**src/rtl/ad7606_pkg.sv**
```systemverilog
`timescale 1ns/1ps
`default_nettype none
// ============================================================================
//  Module      : ad7606_pkg
//  Description : Shared constants and state encoding for the AD7606
//                acquisition scheduler.
//  Revision    : 1.0 - initial release
// ============================================================================
package ad7606_pkg;

    localparam int NCH        = 8;     // ADC channel count
    localparam int DW         = 16;    // sample width
    localparam int CH_W       = 3;     // channel index width
    localparam int MIN_PERIOD = 64;    // smallest honoured sample period
    localparam int DONE_TMO   = 1024;  // cycles allowed from adc_start to adc_done
    localparam int TMO_W      = $clog2(DONE_TMO);

    typedef enum logic [1:0] {
        ST_IDLE      = 2'd0,
        ST_WAIT_TICK = 2'd1,
        ST_CONV      = 2'd2,
        ST_EMIT      = 2'd3
    } acq_state_t;

endpackage : ad7606_pkg
`default_nettype wire

```
**src/rtl/ad7606_period_timer.sv**
```systemverilog
`timescale 1ns/1ps
`default_nettype none
// ============================================================================
//  Module      : ad7606_period_timer
//  Description : Sample-period down-counter. Loads max(period,MIN_PERIOD)-1,
//                counts down while enabled and ticks for one cycle at zero,
//                reloading on the same edge.
//  Revision    : 1.0 - initial release
// ============================================================================
module ad7606_period_timer #(
    parameter int PERIOD_W   = 24,
    parameter int MIN_PERIOD = 64
) (
    input  logic                clk,
    input  logic                rst,
    input  logic                load,
    input  logic                enable,
    input  logic [PERIOD_W-1:0] period,
    output logic                tick
);

    localparam logic [PERIOD_W-1:0] c_min_period = PERIOD_W'(MIN_PERIOD);

    logic [PERIOD_W-1:0] r_reload;
    logic [PERIOD_W-1:0] r_cnt;
    logic [PERIOD_W-1:0] w_load_val;

    // Clamp short periods, then convert to a terminal count
    always_comb begin
        w_load_val = ((period < c_min_period) ? c_min_period : period) - PERIOD_W'(1);
    end

    // A load cycle never ticks; the first tick lands P cycles after it
    assign tick = enable & ~load & (r_cnt == '0);

    // Reload value capture and down-count
    always_ff @(posedge clk) begin
        if (rst) begin
            r_reload <= '0;
            r_cnt    <= '0;
        end else if (load) begin
            r_reload <= w_load_val;
            r_cnt    <= w_load_val;
        end else if (enable) begin
            r_cnt <= (r_cnt == '0) ? r_reload : (r_cnt - PERIOD_W'(1));
        end
    end

endmodule : ad7606_period_timer
`default_nettype wire

```
**src/rtl/ad7606_acq_scheduler.sv**
```systemverilog
`timescale 1ns/1ps
`default_nettype none
// ============================================================================
//  Module      : ad7606_acq_scheduler
//  Description : Issues timed conversion requests to the AD7606 driver,
//                captures each 8-channel result and serialises the enabled
//                channels onto a valid/ready stream. Flags skipped period
//                ticks (overrun) and missing adc_done (timeout).
//  Revision    : 1.0 - initial release
// ============================================================================
module ad7606_acq_scheduler
    import ad7606_pkg::*;
#(
    parameter int PERIOD_W = 24,
    parameter int CNT_W    = 16
) (
    input  logic                clk,
    input  logic                rst,
    input  logic [PERIOD_W-1:0] cfg_period,
    input  logic [CNT_W-1:0]    cfg_count,
    input  logic [NCH-1:0]      cfg_ch_mask,
    input  logic                cmd_start,
    input  logic                cmd_stop,
    output logic                adc_start,
    input  logic                adc_done,
    input  logic [NCH*DW-1:0]   adc_data,
    output logic                m_valid,
    input  logic                m_ready,
    output logic [DW-1:0]       m_data,
    output logic [CH_W-1:0]     m_chan,
    output logic                m_last,
    output logic                busy,
    output logic                overrun,
    output logic [15:0]         overrun_cnt,
    output logic                timeout_err,
    output logic [CNT_W-1:0]    samples_done
);

    localparam logic [TMO_W-1:0] c_tmo_last = TMO_W'(DONE_TMO - 1);

    // Lowest enabled channel with index >= from (0 when none)
    function automatic logic [CH_W-1:0] f_lowest_from(input logic [NCH-1:0] mask,
                                                      input int             from);
        logic [CH_W-1:0] res;
        res = '0;
        for (int k = NCH - 1; k >= 0; k--) begin
            if (mask[k] && (k >= from)) res = CH_W'(k);
        end
        return res;
    endfunction

    // True when some enabled channel lies strictly above cur
    function automatic logic f_any_above(input logic [NCH-1:0] mask, input int cur);
        logic res;
        res = 1'b0;
        for (int k = 0; k < NCH; k++) begin
            if (mask[k] && (k > cur)) res = 1'b1;
        end
        return res;
    endfunction

    acq_state_t             r_state;
    acq_state_t             w_state_nxt;

    logic [CNT_W-1:0]       r_count;
    logic [NCH-1:0]         r_mask;
    logic [NCH-1:0][DW-1:0] r_snap;
    logic [CH_W-1:0]        r_ch;
    logic                   r_stop_pend;
    logic [TMO_W-1:0]       r_tmo;
    logic                   r_adc_start;
    logic                   r_overrun;
    logic [15:0]            r_ovr_cnt;
    logic                   r_tmo_err;
    logic [CNT_W-1:0]       r_samples;

    logic                   w_tick;
    logic                   w_busy;
    logic                   w_start;
    logic                   w_fire;
    logic                   w_capture;
    logic                   w_timeout;
    logic                   w_advance;
    logic                   w_frame_done;
    logic                   w_skip;
    logic                   w_last;
    logic [CH_W-1:0]        w_first_ch;
    logic [CH_W-1:0]        w_next_ch;
    logic [CNT_W-1:0]       w_samples_inc;

    assign w_busy        = (r_state != ST_IDLE);
    assign w_first_ch    = f_lowest_from(r_mask, 0);
    assign w_next_ch     = f_lowest_from(r_mask, int'(r_ch) + 1);
    assign w_last        = ~f_any_above(r_mask, int'(r_ch));
    assign w_samples_inc = r_samples + CNT_W'(1);

    ad7606_period_timer #(
        .PERIOD_W   (PERIOD_W),
        .MIN_PERIOD (MIN_PERIOD)
    ) u_timer (
        .clk    (clk),
        .rst    (rst),
        .load   (w_start),
        .enable (w_busy),
        .period (cfg_period),
        .tick   (w_tick)
    );

    // State register
    always_ff @(posedge clk) begin
        if (rst) r_state <= ST_IDLE;
        else     r_state <= w_state_nxt;
    end

    // Next-state decode and per-cycle control strobes
    always_comb begin
        w_state_nxt  = r_state;
        w_start      = 1'b0;
        w_fire       = 1'b0;
        w_capture    = 1'b0;
        w_timeout    = 1'b0;
        w_advance    = 1'b0;
        w_frame_done = 1'b0;
        w_skip       = 1'b0;
        unique case (r_state)
            ST_IDLE: begin
                if (cmd_start && (cfg_ch_mask != '0) && !cmd_stop) begin
                    w_start     = 1'b1;
                    w_state_nxt = ST_CONV;
                end
            end
            ST_WAIT_TICK: begin
                // A stop wins over a coincident tick: no further conversion
                if (cmd_stop) begin
                    w_state_nxt = ST_IDLE;
                end else if (w_tick) begin
                    w_fire      = 1'b1;
                    w_state_nxt = ST_CONV;
                end
            end
            ST_CONV: begin
                w_skip = w_tick;
                if (adc_done) begin
                    w_capture   = 1'b1;
                    w_state_nxt = ST_EMIT;
                end else if (r_tmo == c_tmo_last) begin
                    w_timeout   = 1'b1;
                    w_state_nxt = (r_stop_pend || cmd_stop) ? ST_IDLE : ST_WAIT_TICK;
                end
            end
            ST_EMIT: begin
                w_skip = w_tick;
                if (m_ready) begin
                    if (w_last) begin
                        w_frame_done = 1'b1;
                        if (((r_count != '0) && (w_samples_inc == r_count)) ||
                            r_stop_pend || cmd_stop)
                            w_state_nxt = ST_IDLE;
                        else
                            w_state_nxt = ST_WAIT_TICK;
                    end else begin
                        w_advance = 1'b1;
                    end
                end
            end
            default: w_state_nxt = ST_IDLE;
        endcase
    end

    // Run configuration, snapshot, channel walk and status bookkeeping
    always_ff @(posedge clk) begin
        if (rst) begin
            r_count     <= '0;
            r_mask      <= '0;
            r_snap      <= '0;
            r_ch        <= '0;
            r_stop_pend <= 1'b0;
            r_tmo       <= '0;
            r_adc_start <= 1'b0;
            r_overrun   <= 1'b0;
            r_ovr_cnt   <= '0;
            r_tmo_err   <= 1'b0;
            r_samples   <= '0;
        end else begin
            r_adc_start <= w_start | w_fire;
            r_tmo       <= (r_state == ST_CONV) ? (r_tmo + TMO_W'(1)) : '0;
            if (w_start) begin
                r_count     <= cfg_count;
                r_mask      <= cfg_ch_mask;
                r_stop_pend <= 1'b0;
                r_overrun   <= 1'b0;
                r_ovr_cnt   <= '0;
                r_tmo_err   <= 1'b0;
                r_samples   <= '0;
            end
            if (((r_state == ST_CONV) || (r_state == ST_EMIT)) && cmd_stop)
                r_stop_pend <= 1'b1;
            if (w_capture) begin
                r_snap <= adc_data;
                r_ch   <= w_first_ch;
            end
            if (w_advance)
                r_ch <= w_next_ch;
            if (w_skip) begin
                r_overrun <= 1'b1;
                if (r_ovr_cnt != 16'hFFFF) r_ovr_cnt <= r_ovr_cnt + 16'd1;
            end
            if (w_timeout)
                r_tmo_err <= 1'b1;
            if (w_frame_done)
                r_samples <= w_samples_inc;
        end
    end

    // Stream fields are zeroed whenever no word is offered
    assign m_valid      = (r_state == ST_EMIT);
    assign m_data       = m_valid ? r_snap[r_ch] : '0;
    assign m_chan       = m_valid ? r_ch : '0;
    assign m_last       = m_valid & w_last;
    assign busy         = w_busy;
    assign adc_start    = r_adc_start;
    assign overrun      = r_overrun;
    assign overrun_cnt  = r_ovr_cnt;
    assign timeout_err  = r_tmo_err;
    assign samples_done = r_samples;

endmodule : ad7606_acq_scheduler
`default_nettype wire
```
**config.mk**
```make
export PLATFORM = sky130hd
export DESIGN_NAME = ad7606_acq_scheduler
export DESIGN_NICKNAME = d
export VERILOG_FILES = /design/src/rtl/ad7606_pkg.sv /design/src/rtl/ad7606_period_timer.sv /design/src/rtl/ad7606_acq_scheduler.sv
export SDC_FILE = /design/constraint.sdc
export NUM_CORES = 1
export LEC_CHECK = 0
export ABC_AREA = 1
export CAP_MARGIN = 40
export CORE_ASPECT_RATIO = 0.75
export CORE_MARGIN = 1.5
export CORE_UTILIZATION = 55
export CTS_BUF_LIST = sky130_fd_sc_hd__clkbuf_16
export DETAILED_ROUTE_END_ITERATION = 7
export PLACE_DENSITY_LB_ADDON = 0.12
export REMOVE_ABC_BUFFERS = 1
export SKIP_CTS_REPAIR_TIMING = 1
export SYNTH_ARGS = -nofsm -noshare
export SYNTH_HDL_FRONTEND = slang
export SYNTH_HIERARCHICAL = 1
export SYNTH_SLANG_ARGS = --single-unit
```
**constraint.sdc**
```tcl
create_clock -name clk -period 6.5 [get_ports clk]
set_input_delay 1.3 -clock clk [delete_from_list [all_inputs] [get_ports clk]]
set_output_delay 1.3 -clock clk [all_outputs]
set_load 0.1 [all_outputs]
```
# After elaboration in Yosys (flattened, before gate mapping)
# Index checks and enable logic that the tools add are counted.
# word_totals
reg_bits,251
out_inout_bits,57
wordCells,169
# op_classes
addsub,6
n_lt_le_gt_ge,17
n_eq_ne,11
muxes,69
bitwise_logic,7
n_reduce_logical,38
# ops
cell,count
$mux W16,7
$mux W24,4
$mux W3,19
$bmux W16 S3,1
$sub A24 B1 Y24 const B,2
$add A16 B1 Y16 const B,2
$mux W1,30
$logic_not A24 Y1,1
$lt A24 B7 Y1 const B,1
$logic_and A1 B1 Y1,19
$eq A16 B16 Y1,1
$ge A3 B4 Y1 const A,4
$ne A16 B16 Y1 const B,1
$reduce_bool A16 Y1,1
$mux W2,7
$reduce_bool A2 Y1,7
$gt A3 B3 Y1 const A,4
$add A10 B1 Y10 const B,1
$eq A10 B10 Y1 const B,1
$ge A1 B4 Y1 const A,2
$ge A2 B4 Y1 const A,2
$pmux W2 S4,1
$reduce_bool A8 Y1,1
$gt A2 B3 Y1 const A,2
other kinds (17),27

# Depth between registers and ports, before layout
# logic_depth
ltp_word,13
ltp_mapped,16

# Hierarchy
# The synthesis kept the hierarchy.
# by_module_without_submodules
module,n_inst,cells_each,area_per_inst_um2
ad7606_acq_scheduler,1,1375,9678.0
ad7606_period_timer,1,532,3313.2

# Worst setup path after synthesis
# No wires, ideal clock.
# synth_timing
path_type,reg2out
start,register r_ch[1]
end,output m_data[14]
arrival_ps,3663
t_required_ps,5200
setup_slack_ps,1537
path_stages_with_launch,6
path_cell_list,dfxtp_1 -> inv_2 -> nor2_1 -> buf_2 -> nand2_1 -> a311oi_1
# synth_via
elab_chain_cells,3
# synth_lines
item,line_no,source
start: declaration,ad7606_acq_scheduler.sv:68,logic [CH_W-1:0] r_ch;
start signal: assignment,ad7606_acq_scheduler.sv:200,r_ch <= w_first_ch;
start signal: assignment,ad7606_acq_scheduler.sv:203,r_ch <= w_next_ch;
$bmux W16 S3,ad7606_acq_scheduler.sv:217,assign m_data = m_valid ? r_snap[r_ch] : '0;
$mux W16 (not written as such),ad7606_acq_scheduler.sv:217,
$mux W16,ad7606_acq_scheduler.sv:217,
end: declaration,ad7606_acq_scheduler.sv:29,"output logic [DW-1:0] m_data,"
# No other way between the ends. The select of a mux whose other input is x is not followed.

# Worst setup path in the final report
# layout_timing
start,register r_ch[0]
end,output m_last
# layout_via
elab_chain_cells,11
word_cells_on_any_way,23
classes_between,order compare: 7; mux: 7; bitwise: 2; reduce/logical: 7
# layout_lines
item,line_no,source
$gt A1 B3 Y1,ad7606_acq_scheduler.sv:57,if (mask[k] && (k > cur)) res = 1'b1;
$logic_and A1 B1 Y1,ad7606_acq_scheduler.sv:57,
$mux W1 (6 in series),ad7606_acq_scheduler.sv:57,
$mux W1 *,ad7606_acq_scheduler.sv:57,
$not A1 Y1 *,ad7606_acq_scheduler.sv:94,"assign w_last = ~f_any_above(r_mask, int'(r_ch));"
$and A1 B1 Y1 *,ad7606_acq_scheduler.sv:219,assign m_last = m_valid & w_last;
end: declaration,ad7606_acq_scheduler.sv:31,"output logic m_last,"
# Every way passes the cells marked *; elsewhere a longest branch is shown, timed or not.

==> results.txt <==
status: finished, final reports clean
first-pass GRT wire length: 63.3 mm
Final ANT Viol Nets: 0
largest net degree at the start of global routing: 81
Seq/Total Area, Yosys: 0.387
RSZ-0062 raised after global routing: no
gp weighted congestion: 0.923
Num CTS Buffers: 25
relative slew slack: 0.388
GRT Overall Usage: 0.314
Crit Reg-Reg Startpoint: u_timer/r_cnt[8]
hold worst-path end: r_snap[28]
max cap viols: 0
clock-pin slew on the worst setup and hold paths: 0.06 ns
final hold viol count: 0
Worst setup EP type: primary output
Synth Flop Type: dfxtp_1
Max Slew Vio Count: 0
Die ar.: 24600 um2
internal reg-to-reg setup slack: 3.61 ns
Vias/cell: 5.72
Hold Startpoint: r_snap[28]
crit start category: register
clk buf depth: 3
fin crit share: 0.702
EDFF count, synth: 0
Ports: 239
Crit path required time: 5.20 ns
Post-Synth Adder-Cell Area: 0.0116
Port Buf Inserts: 238
Iter 0 DRT Violations: 1203
Tmin final: 4.56 ns
Post-route DRC: 0
DRT Pass-1 Iters: 6
vias in the first global route: 12800
hpwl dp: 27.6 mm
TritonCTS clock tree: done
die extent in y: 136 um
setup TNS: 0 ns
core footprint: 23100 um2
Slew @ Worst Pin: 0.915 ns
DRT Wirelength: 40.0 mm
xor and xnor area share after synthesis: 0.0166
leakage: 6.35 nW
Die Wd: 180 um
Starting Density: 0.562
Clock Latency Late Sink: 0.52 ns
Post-layout nets: 2333
H-tree depth: 1
peak supply drop: 0.243 mV
pwr/cell area: 306 nW/um2
Total Power: 5.26 mW
Async SR Flop Fraction: 0
Avg Synthesized Cell Area: 6.81 um2
Worst Hold Path Cells: 2
Seq cells post-synth: 251
area of the multi-input gates: 6810 um2
simple-gate share of the synthesized area: 0.266
Area growth syn-to-layout: 32.4%
Clock Skews: 0.00737 ns
DR WL/cell: 16.3 um
Via Count: 14100
Syn Std Cell Area: 13000 um2
Crit Path Class: register to primary output
R2R Path End: overrun_cnt[10]
worst min path class: register to register
CTS Sinks: 251
compound-cell area share of the yosys netlist: 0.229
main combinational cell family by area after synthesis: simple AND/OR/NAND/NOR gates
Ys Warns: 6
# fillers: 1752
row count: 48
crit path DAT: 3.26 ns
aggregate global routing overflow: 0
Synth cell types: 48
sequential cell area: 5030 um2
final setup violating endpoints: 0
fmax: 0.219 GHz
initial antenna violation count: 2
ratio of cells with drive above 1 in the final layout: 0.0802
worst hold margin: 0.453 ns
Clk Tree Root Cell: clkbuf_16
Mapped Cells: 1907
R2R depth: 12
post-synthesis mux area share: 0
Crit Path Max Fanout: 76
==> Yosys cell counts (5+ instances only) <==
| library cell | instances | share of area |
|---|---|---|
| nand2_1 | 368 | 0.11 |
| a31oi_1 | 13 | 0.0063 |
| nand3_1 | 167 | 0.064 |
| xor2_1 | 13 | 0.0088 |
| o211ai_1 | 36 | 0.021 |
| o21ai_0 | 186 | 0.072 |
| nor2_1 | 126 | 0.036 |
| buf_2 | 11 | 0.0042 |
| clkbuf_1 | 84 | 0.024 |
| nand3_2 | 9 | 0.0069 |
| dfxtp_1 | 251 | 0.39 |
| buf_1 | 6 | 0.0017 |
| inv_1 | 193 | 0.056 |
| ha_1 | 12 | 0.012 |
| nor2_2 | 15 | 0.0072 |
| a21oi_2 | 5 | 0.0034 |
| nor3_1 | 21 | 0.0081 |
| a21oi_1 | 271 | 0.10 |
| a41oi_1 | 15 | 0.010 |
| xnor2_1 | 9 | 0.0061 |
| nand4_1 | 34 | 0.016 |
| nand2_2 | 10 | 0.0048 |
==> cell families (layout without fill, tap and decap cells) <==
| kind of cell | after synthesis | after routing |
|---|---|---|
| AND/OR/NAND/NOR | 772 | 772 |
| AO/OA/AOI/OAI | 547 | 547 |
| buffers and inverters | 302 | 551 |
| flip-flops | 251 | 251 |
| XOR/XNOR | 23 | 23 |
| adder cells (fa/ha/maj) | 12 | 12 |
| other | 0 | 1 |
==> layout by cell type, fill, tap and decap left out, types with 5 or more instances in the layout <==
cell type	netlist	final
nand3_1	167	167
nor2_1	126	125
buf_8	0	49
buf_4	1	14
a31oi_1	13	13
a41oi_1	15	15
inv_2	3	5
nor2_2	15	15
o21ai_0	186	186
nand4_1	34	34
nand2_1	368	367
o211ai_1	36	36
inv_1	193	195
clkinv_2	0	7
clkbuf_16	0	25
nor3_1	21	21
a21oi_2	5	5
a21oi_1	271	271
dfxtp_1	251	250
xor2_1	13	13
nand2_2	10	10
ha_1	12	12
nand3_2	9	9
buf_16	0	9
clkdlybuf4s50_1	0	236
xnor2_1	9	9
nor2_4	4	5
==> sequential cells by signal, indices dropped and copies added, names as in the netlist, 2 cells and up <==
register,count
u_timer/r_cnt,24
samples_done,16
u_timer/r_reload,24
r_snap,128
r_count,16
r_ch,3
r_mask,8
r_state,2
overrun_cnt,16
r_tmo,10
==> layout make-up <==
| type | instances | area share |
|---|---|---|
| multi-input cells | 1354 | 0.396 |
| flip-flops and latches | 251 | 0.292 |
| repair buffers | 310 | 0.202 |
| inverters | 197 | 0.0430 |
| clock buffers | 25 | 0.0364 |
| well taps | 300 | 0.0218 |
| clock inverters | 19 | 0.00837 |
| diodes | 1 | 0.000145 |
==> through the flow <==
stage                     instances  cell area, um2   util  setup slack, ns
after CTS                      2456           17200  0.744             1.92
after global placement         2353           15400  0.667             2.11
after global routing           2457           17200  0.744             1.79
after detailed placement       2412           16400  0.710             2.49
final                          2457           17200  0.744             1.94
after floorplan                1802           12600      -           -0.457
==> routing by layer <==
layer | vias to the layer above | wire (um) | global-route usage
li1 | 6888 | - | -
met1 | 6480 | 18000 | 0.431
met2 | 616 | 17600 | 0.504
met3 | 75 | 3340 | 0.0565
met4 | 2 | 1040 | 0.0990
met5 | - | 9 | 0
==> worst max-delay path, cell delays in order, from the launching register on <==
cell             delay (ns)
dfxtp_4                0.44
buf_16                 0.22
inv_1                  0.08
buf_4                  0.33
ha_1                   0.26
o21ai_0                0.12
o21ai_1                0.17
nand2_2                0.10
nor3_1                 0.15
clkdlybuf4s50_1        0.66
buf_16                 0.21
==> power breakdown <==
part / internal [mW] / switching, mW
combinational: 0.667 / 1.23
clock: 0.779 / 0.614
sequential: 1.79 / 0.175
total: 3.24 / 2.02
==> how the worst max path moves through the flow <==
stage	end	from
final	m_last	r_ch[0]
after global routing	m_last	r_ch[0]
after CTS	m_last	r_ch[0]
after detailed placement	m_last	r_ch[0]
after global placement	m_last	r_ch[0]
after floorplan	r_ch[2]	r_state[1]
Note: power is estimated with default switching activity, not from simulation.
